## config.mk

```make
export PLATFORM = sky130hd
export DESIGN_NAME = load_store_unit
export DESIGN_NICKNAME = d
export VERILOG_FILES = /design/src/rtl/lsu_pkg.sv /design/src/rtl/byte_lane_merge.sv /design/src/rtl/load_store_unit.sv
export SDC_FILE = /design/constraint.sdc
export NUM_CORES = 1
export LEC_CHECK = 0
export BUFFER_PORTS_ARGS = -buffer_cell sky130_fd_sc_hd__buf_2
export CAP_MARGIN = 20
export CORE_MARGIN = 2
export CORE_UTILIZATION = 44
export DETAILED_ROUTE_END_ITERATION = 10
export GPL_TIMING_DRIVEN = 0
export PLACE_DENSITY = 0.79
export SLEW_MARGIN = 5
export SYNTH_ARGS = -nofsm -noshare
export SYNTH_HDL_FRONTEND = slang
export SYNTH_HIERARCHICAL = 1
export SYNTH_SLANG_ARGS = --single-unit
```

## constraint.sdc

```tcl
create_clock -name clk -period 2.58 [get_ports clk]
set_input_delay 0.516 -clock clk [delete_from_list [all_inputs] [get_ports clk]]
set_output_delay 0.516 -clock clk [all_outputs]
set_load 0.05 [all_outputs]
```

## src/rtl/lsu_pkg.sv

```systemverilog
// Shared types and constants for the load/store unit.
package lsu_pkg;

    localparam int DATA_W = 16;

    localparam logic LANE_LO = 1'b0;
    localparam logic LANE_HI = 1'b1;

    typedef enum logic [1:0] {
        IDLE = 2'd0,
        RD   = 2'd1,
        WR   = 2'd2,
        RESP = 2'd3
    } lsu_state_e;

endpackage

```

## src/rtl/byte_lane_merge.sv

```systemverilog
// Byte-lane extract (with sign/zero extension) for loads and lane replace for stores.
// Present only when LSU_BYTE_EN is defined.
`ifdef LSU_BYTE_EN
module byte_lane_merge
    import lsu_pkg::*;
(
    input  logic              lane_i,
    input  logic              signed_i,
    input  logic [DATA_W-1:0] word_i,
    input  logic [7:0]        byte_i,
    output logic [DATA_W-1:0] load_o,
    output logic [DATA_W-1:0] merge_o
);

    logic [7:0] sel;

    always_comb begin
        sel     = (lane_i == LANE_HI) ? word_i[15:8] : word_i[7:0];
        load_o  = {(signed_i ? {8{sel[7]}} : 8'h00), sel};
        merge_o = (lane_i == LANE_LO) ? {word_i[15:8], byte_i} : {byte_i, word_i[7:0]};
    end

endmodule
`endif

```

## src/rtl/load_store_unit.sv

```systemverilog
// Memory-stage load/store sequencer for a 16-bit word-addressed data memory.
// Byte loads/stores (read-modify-write) are built only when LSU_BYTE_EN is defined.
module load_store_unit
    import lsu_pkg::*;
#(
    parameter int ADDR_W = 16
) (
    input  logic              clk,
    input  logic              rst,
    input  logic              req_valid,
    output logic              req_ready,
    input  logic              req_write,
    input  logic              req_byte,
    input  logic              req_signed,
    input  logic [ADDR_W-1:0] req_addr,
    input  logic [DATA_W-1:0] req_wdata,
    output logic              rsp_valid,
    input  logic              rsp_ready,
    output logic [DATA_W-1:0] rsp_rdata,
    output logic              rsp_err,
    output logic [ADDR_W-1:0] mem_access_addr,
    output logic [DATA_W-1:0] mem_write_data,
    output logic              mem_read,
    output logic              mem_write_en,
    input  logic [DATA_W-1:0] mem_read_data
);

    lsu_state_e        state_q, state_d;
    logic [ADDR_W-1:0] addr_q, addr_d;
    logic [DATA_W-1:0] wdata_q, wdata_d;
    logic [DATA_W-1:0] rdata_q, rdata_d;
    logic              rd_q, rd_d;
    logic              we_q, we_d;
    logic              err_q, err_d;

    logic              accept;
    logic              is_byte;
    logic              misaligned;
    logic              rmw;
    logic [DATA_W-1:0] load_val;
    logic [DATA_W-1:0] merge_val;

    assign accept     = req_valid && (state_q == IDLE);
    assign misaligned = req_addr[0] && !is_byte;

`ifdef LSU_BYTE_EN
    logic       write_q, byte_q, signed_q;
    logic [7:0] bdata_q;
    logic [DATA_W-1:0] ext_val;

    assign is_byte  = req_byte;
    assign rmw      = write_q;
    assign load_val = byte_q ? ext_val : mem_read_data;

    byte_lane_merge u_lane (
        .lane_i   (addr_q[0]),
        .signed_i (signed_q),
        .word_i   (mem_read_data),
        .byte_i   (bdata_q),
        .load_o   (ext_val),
        .merge_o  (merge_val)
    );

    always_ff @(posedge clk) begin
        if (rst) begin
            write_q  <= 1'b0;
            byte_q   <= 1'b0;
            signed_q <= 1'b0;
            bdata_q  <= '0;
        end else if (accept) begin
            write_q  <= req_write;
            byte_q   <= req_byte;
            signed_q <= req_signed;
            bdata_q  <= req_wdata[7:0];
        end
    end
`else
    logic unused_byte_ctl;
    assign unused_byte_ctl = &{1'b0, req_byte, req_signed};
    assign is_byte   = 1'b0;
    assign rmw       = 1'b0;
    assign load_val  = mem_read_data;
    assign merge_val = '0;
`endif

    always_comb begin
        state_d = state_q;
        case (state_q)
            IDLE: begin
                if (req_valid) begin
                    if (misaligned)                state_d = RESP;
                    else if (is_byte || !req_write) state_d = RD;
                    else                           state_d = WR;
                end
            end
            RD:      state_d = rmw ? WR : RESP;
            WR:      state_d = RESP;
            RESP:    if (rsp_ready) state_d = IDLE;
            default: state_d = IDLE;
        endcase
    end

    // Memory strobes are registered from the next state so they line up with RD/WR.
    always_comb begin
        addr_d  = accept ? req_addr : addr_q;
        rd_d    = (state_d == RD);
        we_d    = (state_d == WR);
        wdata_d = '0;
        if (state_d == WR)
            wdata_d = (state_q == RD) ? merge_val : req_wdata;

        rdata_d = rdata_q;
        err_d   = err_q;
        if (state_q != RESP && state_d == RESP) begin
            err_d   = (state_q == IDLE);
            rdata_d = (state_q == RD) ? load_val : '0;
        end else if (state_q == RESP && state_d == IDLE) begin
            err_d   = 1'b0;
            rdata_d = '0;
        end
    end

    always_ff @(posedge clk) begin
        if (rst) begin
            state_q <= IDLE;
            addr_q  <= '0;
            wdata_q <= '0;
            rdata_q <= '0;
            rd_q    <= 1'b0;
            we_q    <= 1'b0;
            err_q   <= 1'b0;
        end else begin
            state_q <= state_d;
            addr_q  <= addr_d;
            wdata_q <= wdata_d;
            rdata_q <= rdata_d;
            rd_q    <= rd_d;
            we_q    <= we_d;
            err_q   <= err_d;
        end
    end

    assign req_ready       = (state_q == IDLE);
    assign rsp_valid       = (state_q == RESP);
    assign rsp_rdata       = rdata_q;
    assign rsp_err         = err_q;
    assign mem_access_addr = addr_q;
    assign mem_write_data  = wdata_q;
    assign mem_read        = rd_q;
    assign mem_write_en    = we_q;

endmodule

```

==> results of run 1 <==
==> final cells by class <==
cell class,count,area share
repair buffers,105,0.195
clock inverters,2,0.00511
clock buffers,6,0.0307
multi-input cells,131,0.297
inverters,19,0.0265
plain buffers,13,0.0279
flip-flops and latches,53,0.394
well taps,52,0.0242
==> placed cells by master, fill, tap and decap left out, types with 2 or more instances in the layout <==
cell type | Yosys | layout
buf_2 | 3 | 108
dfxtp_1 | 53 | 53
nand2_1 | 52 | 52
inv_1 | 18 | 18
and2_1 | 17 | 17
a21oi_1 | 16 | 16
o32ai_1 | 13 | 13
clkbuf_1 | 7 | 7
clkbuf_8 | 0 | 6
buf_6 | 3 | 3
nor2_1 | 3 | 3
ha_1 | 3 | 3
a22oi_1 | 2 | 2
nor3_1 | 3 | 2
or4_1 | 2 | 2
o32ai_2 | 2 | 2
nor4_1 | 2 | 2
==> final timing paths <==
path | depth (start not counted) | slack (ns) | to
worst max-delay path | 8 | 0.16 | rsp_rdata[12]$_SDFFE_PP0P_
worst min-delay path | 2 | 0.40 | mem_write_data[15]$_SDFF_PP0_
worst max register to register | 8 | 0.16 | rsp_rdata[12]$_SDFFE_PP0P_
worst min register to register | 2 | 0.45 | mem_access_addr[3]$_SDFFE_PP0P_
==> power by group through the flow <==
stage          logic [uW]  clock network (uW)  registers [uW]
2_1_floorplan         585                   0            1420
3_3_place_gp         1260                   0            1010
3_5_place_dp         1270                   0            1020
4_1_cts              1290                 495             998
5_1_grt              1420                 524            1010
6_report             1320                 483             997
==> per-layer routing <==
| layer | global-route usage | part of all wire | vias up |
|---|---|---|---|
| met5 | 0 | 0 | - |
| li1 | - | - | 945 |
| met2 | 0.305 | 0.47 | 76 |
| met4 | 0.0503 | 0.010 | 0 |
| met3 | 0.0712 | 0.097 | 6 |
| met1 | 0.211 | 0.42 | 794 |
==> cell families (layout without fill, tap and decap cells) <==
group / Yosys count / in the layout / synth area share
AND/OR/NAND/NOR: 84 / 84 / 0.198
flip-flops: 53 / 53 / 0.534
AO/OA/AOI/OAI: 42 / 42 / 0.164
buffers and inverters: 32 / 145 / 0.0737
adder cells (fa/ha/maj): 3 / 3 / 0.0189
multiplexers: 2 / 2 / 0.0107
==> through the flow <==
step,worst slack (ns),power (uW)
2_1_floorplan,0.0504,2010
3_3_place_gp,0.0496,2280
3_5_place_dp,-0.00656,2290
4_1_cts,0.0591,2790
5_1_grt,0.0279,2950
6_report,0.162,2800
==> repair_timing <==
| action | 4_1_cts | 5_1_grt |
|---|---|---|
| endpoints found under the setup margin | 4 | 11 |
| hold buffers | 0 | 0 |
| resized for setup | 1 | 2 |
| pin swaps | 0 | 1 |
==> worst max-delay path, stage by stage (launching register included) <==
cell and delay [ns]:
dfxtp_1 0.42, inv_1 0.08, ha_1 0.22, buf_6 0.14, mux2i_2 0.28, a21boi_0 0.25
a221oi_4 0.47, buf_2 0.32, o32ai_1 0.12
==> sequential cells by signal, summed over array words and instances (netlist names) <==
signal and cells:
mem_write_en 1, mem_write_data 16, rsp_err 1, mem_access_addr 16
state_q 2, mem_read 1, rsp_rdata 16
==> impl_metrics.yaml, run 1 <==
die:
  io_pins: 108
  std_cell_rows: 24
  die_w_um: 71.2
  start_util: 0.456
  core-area_um2: 4350
  die_area_um2: 5070
  floorplan.die.height_um: 71.2
sta:
  fmax_mhz: 414
  finClkSkew_ns: 0.00993
  max_slew_margin: 0.652
  finalCritPeriodShare: 0.937
  period_needed_ns: 2.42
  holdWs_ns: 0.400
  drv_slew: 0
  fin_setup_tns_ns: 0
  rsz0062_at_grt: "no"
  finalSetupViolations: 0
  worst-slew-pin-transition_ns: 0.517
  hold_viol: 0
worst_hold_path:
  min_path_type: "in2reg"
  holdCritStartpoint: "req_wdata[15]"
cts:
  clk_pin_slew_worst_paths_ns: 0.10
  root_buffer: "clkbuf_8"
  clk_latency_ns: 0.30
  cts_tree: "yes"
  cts_setup_buffers: 0
  htree_levels: 2
  cts_made_buffers: 5
  cts.sinks: 53
  clockBufferDepth: 2
synthesis:
  synth_seq_cells: 53
  synth_edf_count: 0
  synth.most_common_cell: "dfxtp_1"
  yosysSeqAreaShare: 0.534
  ys_top_cells_by_area: "dfxtp_1 53%, nand2_1 9.8%, o32ai_1 5.7%"
  synth_area_leader_cell: "dfxtp_1"
  ys.flop_type: "dfxtp_1"
  synthArstFlopShare: 0
  syn_area_um2: 1990
  yosysTopAreaCellShare: 0.534
  syn_inst: 216
  ys_types: 33
  yosys_warnings: 6
  synthTopCellsByCount: "53 x dfxtp_1, 52 x nand2_1, 18 x inv_1, 17 x and2_1, 16 x a21oi_1"
  synthesis.nets: 274
  synth.avg_cell_area_um2: 9.20
setup_path:
  worstSetupPathType: "reg2reg"
  rr_startpoint: "state_q[0]$_SDFF_PP0_"
  required_ns: 2.78
  cp-start-kind: "flop"
  arrival_ns: 2.62
  crit_path_end_kind: "flop"
  cp-startpoint: "state_q[0]$_SDFF_PP0_"
  path_max_fanout: 10
power_and_ir_drop:
  p_seq_frac: 0.356
  vdd_drop_max_mv: 0.446
  switching_share: 0.450
  clock_power_share: 0.172
  power_frac_comb: 0.471
  power_density_nw_per_um2: 1040
  p_int_uw: 1540
  power_leakage_uw: 0.00133
  p_switching_uw: 1260
layout:
  nNetsFinal: 386
  design_area_um2: 2690
  drive_above_1_share: 0.386
  multiInputGateArea_um2: 800
  fillers: 418
  syn2layout_area_growth_pct: 35.6
  fin_util: 0.619
  insertedDiodeCount: 0
  seqCellArea_um2: 1060
  final-instance-count-excl-fill: 381
global_route:
  grt_pass1_wl_um: 7280
  overflow: 0
  grt.total_usage: 0.180
  antenna_found_initial: 0
  grt_pass1_vias: 1683
  grt_max_degree: 17
place:
  hpwlAfterDp_um: 3420
  io_buffers: 105
  place_area_um2: 2580
  dp.cells: 373
  gp_congestion: 0.800
job:
  cap_violations: 0
drt:
  firstDrtPassIters: 4
  routed_via_density: 4.78
  totalWireLength_um: 4540
  drt-initial-drc-count: 56
  ant_nets: 0
  avgRoutedWirePerCell_um: 11.9
  vias: 1821
  drcViolationCount: 0
run_status:
  status: "finished clean"
No activity file was read; power rests on OpenSTA's default activity.
==> run 2: changes to the inputs <==
CTS_CLUSTER_SIZE = 25   (was unset)
MAX_ROUTING_LAYER = met4   (was unset)
TNS_END_PERCENT = 1   (was unset)
==> run 2 against run 1 <==
First-iteration DRC count decreased by 14%. Combinational power about the same. Largest cell class unchanged. Maximum frequency increased by 0.80%.
==> impl_metrics.yaml, run 2 (synthesis gave the netlist of run 1 again) <==
run_status:
  status: "finished clean"
layout:
  design_area_um2: 2690
  insertedDiodeCount: 0
  mostFrequentLayoutCells: "108 x buf_2, 53 x dfxtp_1, 52 x nand2_1"
  nNetsFinal: 386
  final-instance-count-excl-fill: 381
  syn2layout_area_growth_pct: 35.6
  fillers: 418
  drive_above_1_share: 0.386
  fin_util: 0.619
  layout.cells.most_common: "buf_2"
die:
  die_w_um: 71.2
  std_cell_rows: 24
  core-area_um2: 4350
  die_area_um2: 5070
  floorplan.die.height_um: 71.2
  start_util: 0.456
  io_pins: 108
global_route:
  grt_max_degree: 17
  met2_usage: 0.305
  met1_usage: 0.213
  use_met3: 0.0670
  busiest_layer: "met2"
  grt_pass1_wl_um: 7280
  grt_pass1_vias: 1683
  antenna_found_initial: 0
  grt.total_usage: 0.185
  overflow: 0
cts:
  cts_tree: "yes"
  cts.sinks: 53
  clk_pin_slew_worst_paths_ns: 0.10
  cts_hold_buf: 0
  cts_made_buffers: 5
  htree_levels: 2
  clk_latency_ns: 0.30
  clockBufferDepth: 2
  root_buffer: "clkbuf_8"
place:
  place_area_um2: 2580
  pre_cts_ws_ns: -0.00656
  io_buffers: 105
  hpwlAfterDp_um: 3420
  dp.cells: 373
  gp_congestion: 0.812
setup_path:
  worstRegToRegCells: 10
  worstSetupPathType: "reg2reg"
  cp-startpoint: "state_q[0]$_SDFF_PP0_"
  rr_startpoint: "state_q[0]$_SDFF_PP0_"
  endpoint: "rsp_rdata[12]$_SDFFE_PP0P_"
  arrival_ns: 2.62
  cp-start-kind: "flop"
  reg2reg_to: "rsp_rdata[12]$_SDFFE_PP0P_"
  path_max_fanout: 10
  rrSetupSlack_ns: 0.18
  crit_path_end_kind: "flop"
  required_ns: 2.80
power_and_ir_drop:
  power_density_nw_per_um2: 1040
  power_leakage_uw: 0.00133
  vdd_drop_max_mv: 0.444
sta:
  finalSetupViolations: 0
  period_needed_ns: 2.40
  rsz0062_at_grt: "no"
  finalCritPeriodShare: 0.930
  drv_slew: 0
  worst-slew-pin-transition_ns: 0.462
  fin_setup_tns_ns: 0
  hold_viol: 0
  post-route-worst-setup-slack_ns: 0.181
  fmax_mhz: 417
  max_slew_margin: 0.689
  finClkSkew_ns: 0.00949
drt:
  drcViolationCount: 0
  routed_via_density: 4.77
  drt-initial-drc-count: 48
  vias: 1818
  totalWireLength_um: 4520
  ant_nets: 0
  firstDrtPassIters: 4
  avgRoutedWirePerCell_um: 11.9
worst_hold_path:
  min_path_type: "in2reg"
job:
  cap_violations: 0
## run 2: layout make-up
| type | count | area [um^2] | area share |
|---|---|---|---|
| clock inverter | 2 | 13.8 | 0.00511 |
| timing repair buffer | 105 | 526 | 0.195 |
| tap | 52 | 65.1 | 0.0242 |
| inverter | 19 | 71.3 | 0.0265 |
| multi-input combinational | 131 | 800 | 0.297 |
| buffer | 13 | 75.1 | 0.0279 |
| sequential | 53 | 1060 | 0.394 |
| clock buffer | 6 | 82.6 | 0.0307 |
## run 2: power breakdown
group	leakage, uW	total, uW	switching, uW	internal, uW
clock	0.0000512	479	261	218
sequential	0.000431	997	49.1	948
combinational	0.000851	1320	943	373
total	0.00133	2790	1250	1540
## run 2: worst max-delay path, stage by stage, from the launching register on
cell,delay [ns]
dfxtp_1,0.42
inv_1,0.08
ha_1,0.22
buf_6,0.14
and2_4,0.13
buf_6,0.13
a22o_4,0.25
or4_1,0.49
buf_2,0.17
buf_6,0.15
o32ai_1,0.12
## run 2: worst min path at each step
stage / startpoint / end / slack (ns) / depth (start not counted)
after global placement: mem_access_addr[11]$_SDFFE_PP0P_ / mem_access_addr[11]$_SDFFE_PP0P_ / 0.44 / 2
after floorplan: rst / mem_read$_SDFF_PP0_ / 0.59 / 1
final: req_wdata[15] / mem_write_data[15]$_SDFF_PP0_ / 0.40 / 2
after global routing: req_wdata[14] / mem_write_data[14]$_SDFF_PP0_ / 0.39 / 2
after CTS: req_wdata[4] / mem_write_data[4]$_SDFF_PP0_ / 0.40 / 2
after detailed placement: mem_access_addr[8]$_SDFFE_PP0P_ / mem_access_addr[8]$_SDFFE_PP0P_ / 0.44 / 2
## run 2: per-stage QoR
stage	total power [uW]	hold WS (ns)
3_3_place_gp	2280	0.440
6_report	2790	0.404
2_1_floorplan	2010	0.595
5_1_grt	2950	0.393
4_1_cts	2790	0.395
3_5_place_dp	2290	0.443
## run 2: what timing repair did
| item | 4_1_cts | 5_1_grt |
|---|---|---|
| setup endpoints to repair | 4 | 11 |
| gates cloned | 0 | 0 |
| buffers inserted | 0 | 0 |
| gates resized for setup | 1 | 2 |
## run 2: metal layers
metal / part of all wire / wire length (um)
met3: 0.086 / 389
met4: 0.0060 / 27
met5: 0 / 0
met1: 0.43 / 1920
met2: 0.48 / 2180
==> run 3: changes to the inputs <==
--- a/config.mk
+++ b/config.mk
@@ -9,10 +9,10 @@
 export CAP_MARGIN = 20
 export CORE_MARGIN = 2
-export CORE_UTILIZATION = 44
+export CORE_UTILIZATION = 39
 export CTS_CLUSTER_SIZE = 25
 export DETAILED_ROUTE_END_ITERATION = 10
 export GPL_TIMING_DRIVEN = 0
 export MAX_ROUTING_LAYER = met4
-export PLACE_DENSITY = 0.79
+export PLACE_DENSITY = 0.74
 export SLEW_MARGIN = 5
 export SYNTH_ARGS = -nofsm -noshare
==> constraint.sdc (replaced) <==
create_clock -name clk -period 2.2 [get_ports clk]
set_input_delay 0.44 -clock clk [delete_from_list [all_inputs] [get_ports clk]]
set_output_delay 0.44 -clock clk [all_outputs]
set_load 0.005 [all_outputs]
==> run 3 against run 2 <==
Sequential share of layout area decreased by 2.2 points. Clock-buffer cell count is the same. Routed wire length increased by 9.2%. Critical endpoint is now rsp_rdata[6]$_SDFFE_PP0P_. Worst setup slack got worse by 0.13 ns. Critical path depth is 1 lower. Clock power rose by 15%. Via count up 4.2%. First-iteration DRC count increased by 27%. Non-clock buffer count up 8. Worst hold slack worse by 0.074 ns.
==> impl_metrics.yaml, run 3 (synthesis gave the netlist of run 1 again) <==
drt:
  drcViolationCount: 0
  avgRoutedWirePerCell_um: 12.3
  totalWireLength_um: 4940
  vias: 1895
  drt-initial-drc-count: 61
  routed_via_density: 4.70
  firstDrtPassIters: 4
  ant_nets: 0
die:
  std_cell_rows: 25
  floorplan.die.height_um: 75.4
  start_util: 0.412
  core-area_um2: 4820
  die_w_um: 75.4
  die_area_um2: 5680
  io_pins: 108
cts:
  cts_tree: "yes"
  clockBufferDepth: 2
  clk_pin_slew_worst_paths_ns: 0.10
  cts_made_buffers: 5
  cts.sinks: 53
  htree_levels: 2
  cts_hold_buf: 0
  root_buffer: "clkbuf_8"
  clk_latency_ns: 0.30
power_and_ir_drop:
  clock_power_share: 0.181
  p_switching_uw: 1070
  vdd_drop_max_mv: 0.554
  power_frac_comb: 0.430
  switching_share: 0.350
  p_seq_frac: 0.389
  power_leakage_uw: 0.00140
  power_density_nw_per_um2: 1060
  p_int_uw: 1980
sta:
  finClkSkew_ns: 0.0145
  period_needed_ns: 2.15
  max_slew_margin: 0.657
  fin_setup_tns_ns: 0
  finalCritPeriodShare: 0.979
  hold_viol: 0
  drv_slew: 0
  finalSetupViolations: 0
  fmax_mhz: 464
  worst-slew-pin-transition_ns: 0.513
setup_path:
  arrival_ns: 2.37
  crit_path_end_kind: "flop"
  worstSetupPathType: "reg2reg"
  path_max_fanout: 10
  required_ns: 2.41
  cp-start-kind: "flop"
  rrSetupSlack_ns: 0.05
place:
  place_area_um2: 2600
  gp_congestion: 0.804
  io_buffers: 105
  hpwlAfterDp_um: 3510
global_route:
  antenna_found_initial: 0
  grt_max_degree: 17
  overflow: 0
  grt.total_usage: 0.169
  grt_pass1_vias: 1689
  grt_pass1_wl_um: 7240
run_status:
  status: "finished clean"
layout:
  fin_util: 0.595
  layout.cells.most_common: "buf_2"
  nNetsFinal: 394
  mostFrequentLayoutCells: "105 x buf_2, 52 x nand2_1, 51 x dfxtp_1"
  fillers: 466
  syn2layout_area_growth_pct: 44.1
  drive_above_1_share: 0.435
  design_area_um2: 2860
  insertedDiodeCount: 0
job:
  cap_violations: 0
worst_hold_path:
  min_path_type: "in2reg"
-- run 3: worst paths after layout --
path,start,endpoint,cells after the start
min,req_wdata[2],mem_write_data[2]$_SDFF_PP0_,2
max reg2reg,state_q[1]$_SDFF_PP0_,rsp_rdata[6]$_SDFFE_PP0P_,9
min reg2reg,mem_access_addr[5]$_SDFFE_PP0P_,mem_access_addr[5]$_SDFFE_PP0P_,2
max,state_q[1]$_SDFF_PP0_,rsp_rdata[6]$_SDFFE_PP0P_,9
-- run 3: cell type report --
class                   instances  area (um^2)  share of cell area
repair buffers                116          612               0.214
flip-flops and latches         53         1070               0.372
clock buffers                   6         82.6              0.0288
inverters                      19         76.3              0.0266
well taps                      67         83.8              0.0293
plain buffers                  10         75.1              0.0262
multi-input cells             131          861               0.301
clock inverters                 1         7.51             0.00262
-- run 3: critical path: stages (launching register included) --
cell,delay [ns]
dfxtp_2,0.37
inv_4,0.05
ha_4,0.16
buf_6,0.13
and2_4,0.13
buf_6,0.13
a22o_4,0.25
or4_4,0.56
buf_8,0.17
o32ai_1,0.11
-- run 3: stage by stage --
step / power (uW) / instances / hold WS, ns / setup slack, ns
floorplan: 1840 / 216 / 0.453 / 0.0159
global placement: 2170 / 388 / 0.439 / -0.351
detailed placement: 2190 / 388 / 0.445 / -0.383
CTS: 2820 / 395 / 0.321 / -0.0178
global route: 3250 / 403 / 0.321 / -0.0101
finish: 3050 / 403 / 0.330 / 0.0466
-- run 3: timing repair --
| item | CTS | global route |
|---|---|---|
| gates cloned | 0 | 1 |
| endpoints found under the setup margin | 27 | 14 |
| buffers inserted | 1 | 9 |
| resized for setup | 14 | 15 |
| pin swaps | 3 | 4 |
-- run 3: layer usage --
layer	vias up	GRT usage	wire [um]
li1	962	-	-
met1	857	0.199	2180
met2	71	0.281	2380
met3	5	0.0529	341
met4	0	0.0429	38
met5	-	-	0
-- run 3: power groups by stage --
| stage | registers, uW | logic (uW) | clock network (uW) |
|---|---|---|---|
| after floorplan | 1210 | 631 | 0 |
| after global placement | 1190 | 978 | 0 |
| after detailed placement | 1200 | 990 | 0 |
| after CTS | 1180 | 1060 | 573 |
| after global routing | 1200 | 1450 | 606 |
| final | 1180 | 1310 | 553 |
